==> src/rtl/lane_unpacker.sv <==
// lane_unpacker: accepts a DATA_W-bit word and returns one selected lane, or
// every lane in ascending order, zero- or sign-extended to OUT_W. Valid/ready
// on both sides; the output beat is registered.
module lane_unpacker #(
  parameter int DATA_W = 32,
  parameter int LANE_W = 8,
  parameter int OUT_W  = 32,
  localparam int LANES = DATA_W / LANE_W,
  localparam int SEL_W = $clog2(LANES + 1)
) (
  input  logic              clk,
  input  logic              rst_n,
  input  logic              in_valid,
  output logic              in_ready,
  input  logic [DATA_W-1:0] in_data,
  input  logic [SEL_W-1:0]  in_sel,
  input  logic              in_signed,
  output logic              out_valid,
  input  logic              out_ready,
  output logic [OUT_W-1:0]  out_data,
  output logic              out_last,
  output logic              out_err
);

  // Elaboration-time guard against unsupported geometry.
  if ((DATA_W % LANE_W) != 0 || OUT_W < LANE_W) begin : g_param_check
    $fatal(1, "lane_unpacker: DATA_W must be a multiple of LANE_W and OUT_W >= LANE_W");
  end

  typedef enum logic {
    IDLE,
    EMIT
  } state_t;

  state_t              state_q, state_d;
  logic [DATA_W-1:0]   data_q, data_d;
  logic [SEL_W-1:0]    sel_q, sel_d;
  logic                signed_q, signed_d;
  logic [SEL_W-1:0]    cnt_q, cnt_d;
  logic [OUT_W-1:0]    out_data_q, out_data_d;
  logic                out_last_q, out_last_d;
  logic                out_err_q, out_err_d;
  logic                accept;
  logic                handshake;

  function automatic logic [LANE_W-1:0] pick_lane(input logic [DATA_W-1:0] d,
                                                  input logic [SEL_W-1:0]  idx);
    pick_lane = '0;
    for (int unsigned l = 0; l < LANES; l++) begin
      if (idx == SEL_W'(l)) pick_lane = d[l*LANE_W +: LANE_W];
    end
  endfunction

  function automatic logic [OUT_W-1:0] extend(input logic [LANE_W-1:0] lane,
                                              input logic              sgn);
    extend = {OUT_W{sgn & lane[LANE_W-1]}};
    extend[LANE_W-1:0] = lane;
  endfunction

  // out_valid is the EMIT state itself, so an async reset drops it at once.
  assign out_valid = (state_q == EMIT);
  assign in_ready  = rst_n && (!out_valid || (out_ready && out_last_q));
  assign accept    = in_valid && in_ready;
  assign handshake = out_valid && out_ready;
  assign out_data  = out_data_q;
  assign out_last  = out_last_q;
  assign out_err   = out_err_q;

  // Next-state, holding registers and next output beat.
  always_comb begin
    state_d    = state_q;
    data_d     = data_q;
    sel_d      = sel_q;
    signed_d   = signed_q;
    cnt_d      = cnt_q;
    out_data_d = out_data_q;
    out_last_d = out_last_q;
    out_err_d  = out_err_q;
    // A new accept takes priority: it can coincide with the final handshake,
    // in which case the FSM simply stays in EMIT with the new first beat.
    if (accept) begin
      state_d  = EMIT;
      data_d   = in_data;
      sel_d    = in_sel;
      signed_d = in_signed;
      cnt_d    = '0;
      if (in_sel == '0) begin
        out_data_d = extend(pick_lane(in_data, '0), in_signed);
        out_last_d = (LANES == 1);
        out_err_d  = 1'b0;
      end else if (in_sel > SEL_W'(LANES)) begin
        out_data_d = '0;
        out_last_d = 1'b1;
        out_err_d  = 1'b1;
      end else begin
        out_data_d = extend(pick_lane(in_data, in_sel - SEL_W'(1)), in_signed);
        out_last_d = 1'b1;
        out_err_d  = 1'b0;
      end
    end else if (handshake) begin
      if (out_last_q) begin
        state_d = IDLE;
      end else if (sel_q == '0) begin
        cnt_d      = cnt_q + SEL_W'(1);
        out_data_d = extend(pick_lane(data_q, cnt_d), signed_q);
        out_last_d = (cnt_d == SEL_W'(LANES - 1));
        out_err_d  = 1'b0;
      end
    end
  end

  // State and output registers with asynchronous active-low reset.
  always_ff @(posedge clk or negedge rst_n) begin
    if (!rst_n) begin
      state_q    <= IDLE;
      data_q     <= '0;
      sel_q      <= '0;
      signed_q   <= 1'b0;
      cnt_q      <= '0;
      out_data_q <= '0;
      out_last_q <= 1'b0;
      out_err_q  <= 1'b0;
    end else begin
      state_q    <= state_d;
      data_q     <= data_d;
      sel_q      <= sel_d;
      signed_q   <= signed_d;
      cnt_q      <= cnt_d;
      out_data_q <= out_data_d;
      out_last_q <= out_last_d;
      out_err_q  <= out_err_d;
    end
  end

endmodule

==> config.mk <==
export PLATFORM = sky130hd
export DESIGN_NAME = lane_unpacker
export DESIGN_NICKNAME = d
export VERILOG_FILES = /design/src/rtl/lane_unpacker.sv
export SDC_FILE = /design/constraint.sdc
export NUM_CORES = 1
export LEC_CHECK = 0
export BUFFER_PORTS_ARGS = -buffer_cell sky130_fd_sc_hd__clkbuf_2
export CAP_MARGIN = 20
export CELL_PAD_IN_SITES_DETAIL_PLACEMENT = 1
export CELL_PAD_IN_SITES_GLOBAL_PLACEMENT = 1
export CORE_MARGIN = 4
export CORE_UTILIZATION = 35
export DETAILED_ROUTE_END_ITERATION = 6
export GPL_ROUTABILITY_DRIVEN = 0
export PLACE_DENSITY_LB_ADDON = 0.1
export SYNTH_ARGS = -nofsm -noshare
export SYNTH_HDL_FRONTEND = slang
export SYNTH_SLANG_ARGS = --single-unit
export TNS_END_PERCENT = 50
==> constraint.sdc <==
create_clock -name clk -period 5.6 [get_ports clk]
set_input_delay 0.56 -clock clk [delete_from_list [all_inputs] [get_ports clk]]
set_output_delay 0.56 -clock clk [all_outputs]
set_load 0.01 [all_outputs]
---- Yosys cells after proc, flatten, opt, wreduce, memory -nomap -nowiden ----
Index checks and enable logic that the tools add are counted.
storage, ports and cells
  bits of input ports ..................... 40
  register bits after elaboration ......... 74
  output and inout port bits .............. 36
  word-level logic and storage cells ...... 77
operators by class
  reduce and logical (&&, ||, !) cells .... 15
  bitwise gates (word level) .............. 3
  multiplexer cells ....................... 41
  order comparisons ....................... 1
  add/sub/neg operators ................... 2
  eq/ne operators ......................... 7
operators with widths
  cell                                                                number
  32-bit 2-to-1 mux                                                   6
  8-bit 2-to-1 mux                                                    17
  1-bit 2-to-1 mux                                                    14
  3-bit by 2-bit == test with 1-bit output, second input constant     4
  3-bit logical NOT                                                   4
  3-bit 2-to-1 mux                                                    4
  3-bit by 1-bit == test with 1-bit output, second input constant     2
  2-bit nonzero test                                                  3
  1-bit logical AND                                                   4
  3-bit by 1-bit adder with 3-bit output, second input constant       1
  1-bit AND                                                           3
  3-bit greater-than comparator, second input constant                1
  3-bit AND reduction                                                 1
  3-bit by 1-bit subtractor with 3-bit output, second input constant  1
  2-bit by 1-bit != test with 1-bit output, second input constant     1
  2-bit AND reduction                                                 1
  1-bit logical NOT                                                   1
  1-bit logical OR                                                    1

---- Longest topological paths before layout ----
  word-level depth ........................ 15
  gate-level depth with buffers ........... 9
  depth with buffers taken out ............ 7

---- Least setup slack after synthesis ----
No wires, ideal clock.
  kind .................................... input to register
  start ................................... input port in_sel[1]
  end ..................................... register out_data_q[30] (netlist: out_data[30])
  data required time ...................... 5.520 ns
  setup time .............................. 0.080 ns
  setup slack ............................. 3.359 ns
  path buffers ............................ 1
  stages on the path ...................... 7
  arrival ................................. 2.162 ns
  path through ............................ buf_2 > or2_2 > ha_1 > nor3b_2 > o21ai_0 > a211oi_1 > a2bb2oi_1
on the way
  word-level cells in the longest chain between the ends .. 13
ends and longest elaborated chain
  item                                         line  source
  from (decl)                                  16    input logic [SEL_W-1:0] in_sel,
  3-bit by 1-bit subtractor with 3-bit output  96    out_data_d = extend(pick_lane(in_data, in_sel - SEL_W'(1)), in_signed);
  3-bit logical NOT                            50    if (idx == SEL_W'(l)) pick_lane = d[l*LANE_W +: LANE_W];
  8-bit 2-to-1 mux (4 in series)               50
  8-bit 2-to-1 mux                             91    end else if (in_sel > SEL_W'(LANES)) begin
  8-bit 2-to-1 mux                             87    if (in_sel == '0) begin
  8-bit 2-to-1 mux                             81    if (accept) begin
  1-bit AND                                    56    extend = {OUT_W{sgn & lane[LANE_W-1]}};
  32-bit 2-to-1 mux                            91
  32-bit 2-to-1 mux *                          87
  32-bit 2-to-1 mux *                          81
  to (signal assigned)                         129   out_data_q <= out_data_d;
  to (decl)                                    40    logic [OUT_W-1:0] out_data_q, out_data_d;
Every way passes the cells marked *; elsewhere a longest branch is shown, timed or not. The select of a mux whose other input is x is not followed.
A chain may end at the register's enable or synchronous reset.

---- Worst setup path after layout ----
  start ................................... input port rst_n
  end ..................................... register data_q[9]
on the way
  word-level cells in the longest chain between the ends .. 2
ends and longest elaborated chain
  item                  line  source
  from (decl)           12    input logic rst_n,
  1-bit logical AND     62    assign in_ready = rst_n && (!out_valid || (out_ready && out_last_q));
  1-bit logical AND     63    assign accept = in_valid && in_ready;
  to (signal assigned)  125   data_q <= data_d;
  to (decl)             36    logic [DATA_W-1:0] data_q, data_d;
No other way between the ends.

==> flow_summary.json <==
{
  "status": "finished, final reports clean",
  "layout_commonest_cell": "clkbuf_2",
  "drv_slew": 0,
  "vias_per_cell": 5.42,
  "syn_area_per_cell_um2": 11.9,
  "cp_max_fo": 54,
  "ys_seq_area_share_pct": 44.9,
  "vias": 2125,
  "cts_resized": 0,
  "dp_hpwl_um": 5490,
  "die_h_um": 98.1,
  "postCtsSetupBuffers": 0,
  "netlist.area_leader.share_pct": 44.9,
  "place_inst": 384,
  "fin_util_pct": 41.2,
  "cts_tree": "built",
  "ant_nets": 0,
  "synth.ff_latch_count": 51,
  "drt_iter0_markers": 68,
  "area_growth_pct": 13.1,
  "grt_remaining_overflow": 0,
  "grt_pass1_vias": 2270,
  "fin_crit_sh_pct": 46.5,
  "ioPinCount": 76,
  "ir_drop_uv": 150,
  "multi_input_area_um2": 1310,
  "period_minus_slack_ns": 2.61,
  "grt_max_degree": 55,
  "synth_cell_type_count": 39,
  "grt_pass1_wl_um": 12400,
  "diodes": 0,
  "die_w_um": 98.1,
  "antenna_found_initial": 0,
  "maxSlewHeadroom_pct": 46.8,
  "clock_latency_ns": 0.31,
  "crit_type": "primary input to flip-flop",
  "start_util_pct": 36.4,
  "yosys.area.top_type": "dfrtp_1",
  "setup_viol": 0,
  "die_area_um2": 9620,
  "nFillCells": 886,
  "cp_data_arrival_time_ns": 2.80,
  "p_per_area_nw_per_um2": 477,
  "critPathRequiredTime_ns": 5.80,
  "tns_ns": 0,
  "synthTopCellsByArea": "dfrtp_1 (45%), mux2_2 (14%), buf_4 (6.1%)",
  "netlist_instances": 239,
  "drive_above_1_share_pct": 46.6,
  "wl_per_cell_um": 19.3,
  "clk_pin_slew_worst_paths_ns": 0.10,
  "synth-main-ff-cell": "dfrtp_1",
  "rsz0062_at_grt": "false",
  "cts_max_level": 2,
  "drt_first_pass_iters": 4,
  "cts_made_buffers": 5,
  "drcViolationCount": 0,
  "tightest_slew_ns": 0.798,
  "synth_area_um2": 2840,
  "hold_class": "primary input to asynchronous set/reset pin",
  "row_count": 32,
  "regArea_um2": 1280,
  "cts_buffer_depth": 2,
  "async_flop_share_pct": 100,
  "nNetsFinal": 337,
  "root_buffer": "clkbuf_8",
  "end_kind": "flip-flop",
  "port_buffers": 75,
  "yosys_warnings": 0,
  "clock_skew_ns": 0.0111,
  "layout_common_cells": "clkbuf_2 (75), dfrtp_1 (51), mux2_2 (35)",
  "synth_edf_count": 0,
  "wirelength_um": 7590,
  "maxCapViolCount": 0,
  "hold_viol_final": 0,
  "synth_nets": 287,
  "pre_cts_ws_ns": 2.55,
  "clock_sinks": 51,
  "grt_usage_pct": 16.3,
  "crit_path_start_kind": "primary input",
  "fmax_ghz": 0.384,
  "p_leak_nw": 1.49,
  "layout.cells.non_filler": 392,
  "fin_ws_ns": 2.99,
  "cts-hold-fix-buffers": 0,
  "core_area_um2": 7810
}
==> kinds of logic after synthesis <==
group                      count (synthesis)  synth area share, %
buffers and inverters                     42                 9.16
and+or+nand+nor                           44                 9.03
muxes                                     43                 19.8
AOI/OAI and AO/OA                         51                 13.6
DFF                                       51                 44.9
adders and majority gates                  8                 3.52
==> synthesized netlist by cell type (2+ instances only) <==
cell type	count
o21ai_0	8
mux4_2	7
nor2_1	5
mux2_2	35
inv_1	8
clkbuf_1	3
nand2b_1	4
o221a_2	2
dfrtp_1	51
or2_2	2
a221o_1	8
nor2b_1	2
and3_1	5
nand3_1	6
ha_1	8
and2_1	2
buf_4	23
a32oi_1	5
a22o_1	5
o22ai_1	5
nand2_1	9
buf_2	7
a22oi_1	5
a21oi_1	7
nand3b_1	3
==> sequential cells by signal, indices dropped and copies added (netlist names) <==
name / count
out_err: 1
out_valid: 1
data_q: 32
sel_q: 3
cnt_q: 3
out_last: 1
signed_q: 1
out_data: 9
==> where the power goes <==
group / switching (W) / internal (W) / leakage (nW) / total, W
Clock: 0.000126 / 0.0000877 / 0.0412 / 0.000214
Combinational: 0.000337 / 0.000324 / 0.829 / 0.000661
Sequential: 0.000118 / 0.000542 / 0.617 / 0.000660
==> stage by stage <==
stage               instance area, um^2  power, W  hold slack, ns
floorplan                          2840   0.00119           0.264
global placement                   3130   0.00133           0.468
detailed placement                 3130   0.00134           0.477
CTS                                3210   0.00156           0.396
global route                       3210   0.00166           0.420
finish                             3210   0.00153           0.369
==> critical path, stage by stage <==
cell      delay [ns]
clkbuf_2        0.08
buf_4           0.54
and3_1          0.80
buf_4           0.42
mux2_2          0.38
==> layer usage <==
layer	vias up	GRT usage, %	share of wire [%]
met4	0	5.01	1.5
met2	66	26.2	48
met3	9	3.21	5.1
met1	1082	22.4	46
met5	-	0	0
li1	968	-	-
==> final timing paths <==
kind	from	endpoint	slack, ns	cells past startpoint
max reg2reg	cnt_q[0]$_DFFE_PN0P_	out_data[6]$_DFFE_PN0P_	3.28	6
max	rst_n	data_q[9]$_DFFE_PN0N_	2.99	5
max in group asynchronous	rst_n	data_q[28]$_DFFE_PN0N_	4.79	2
min	rst_n	cnt_q[0]$_DFFE_PN0P_	0.37	2
min in group clk	sel_q[2]$_DFFE_PN0N_	sel_q[2]$_DFFE_PN0N_	0.49	2
min reg2reg	sel_q[2]$_DFFE_PN0N_	sel_q[2]$_DFFE_PN0N_	0.49	2
==> cell type report <==
class	count	share of cell area [%]
inverter	8	0.934
sequential	51	39.7
clock inverter	2	0.389
clock buffer	6	2.26
multi-input combinational	146	40.6
timing repair buffer	77	12.1
tap	102	3.97
(Power assumes the default switching activity.)
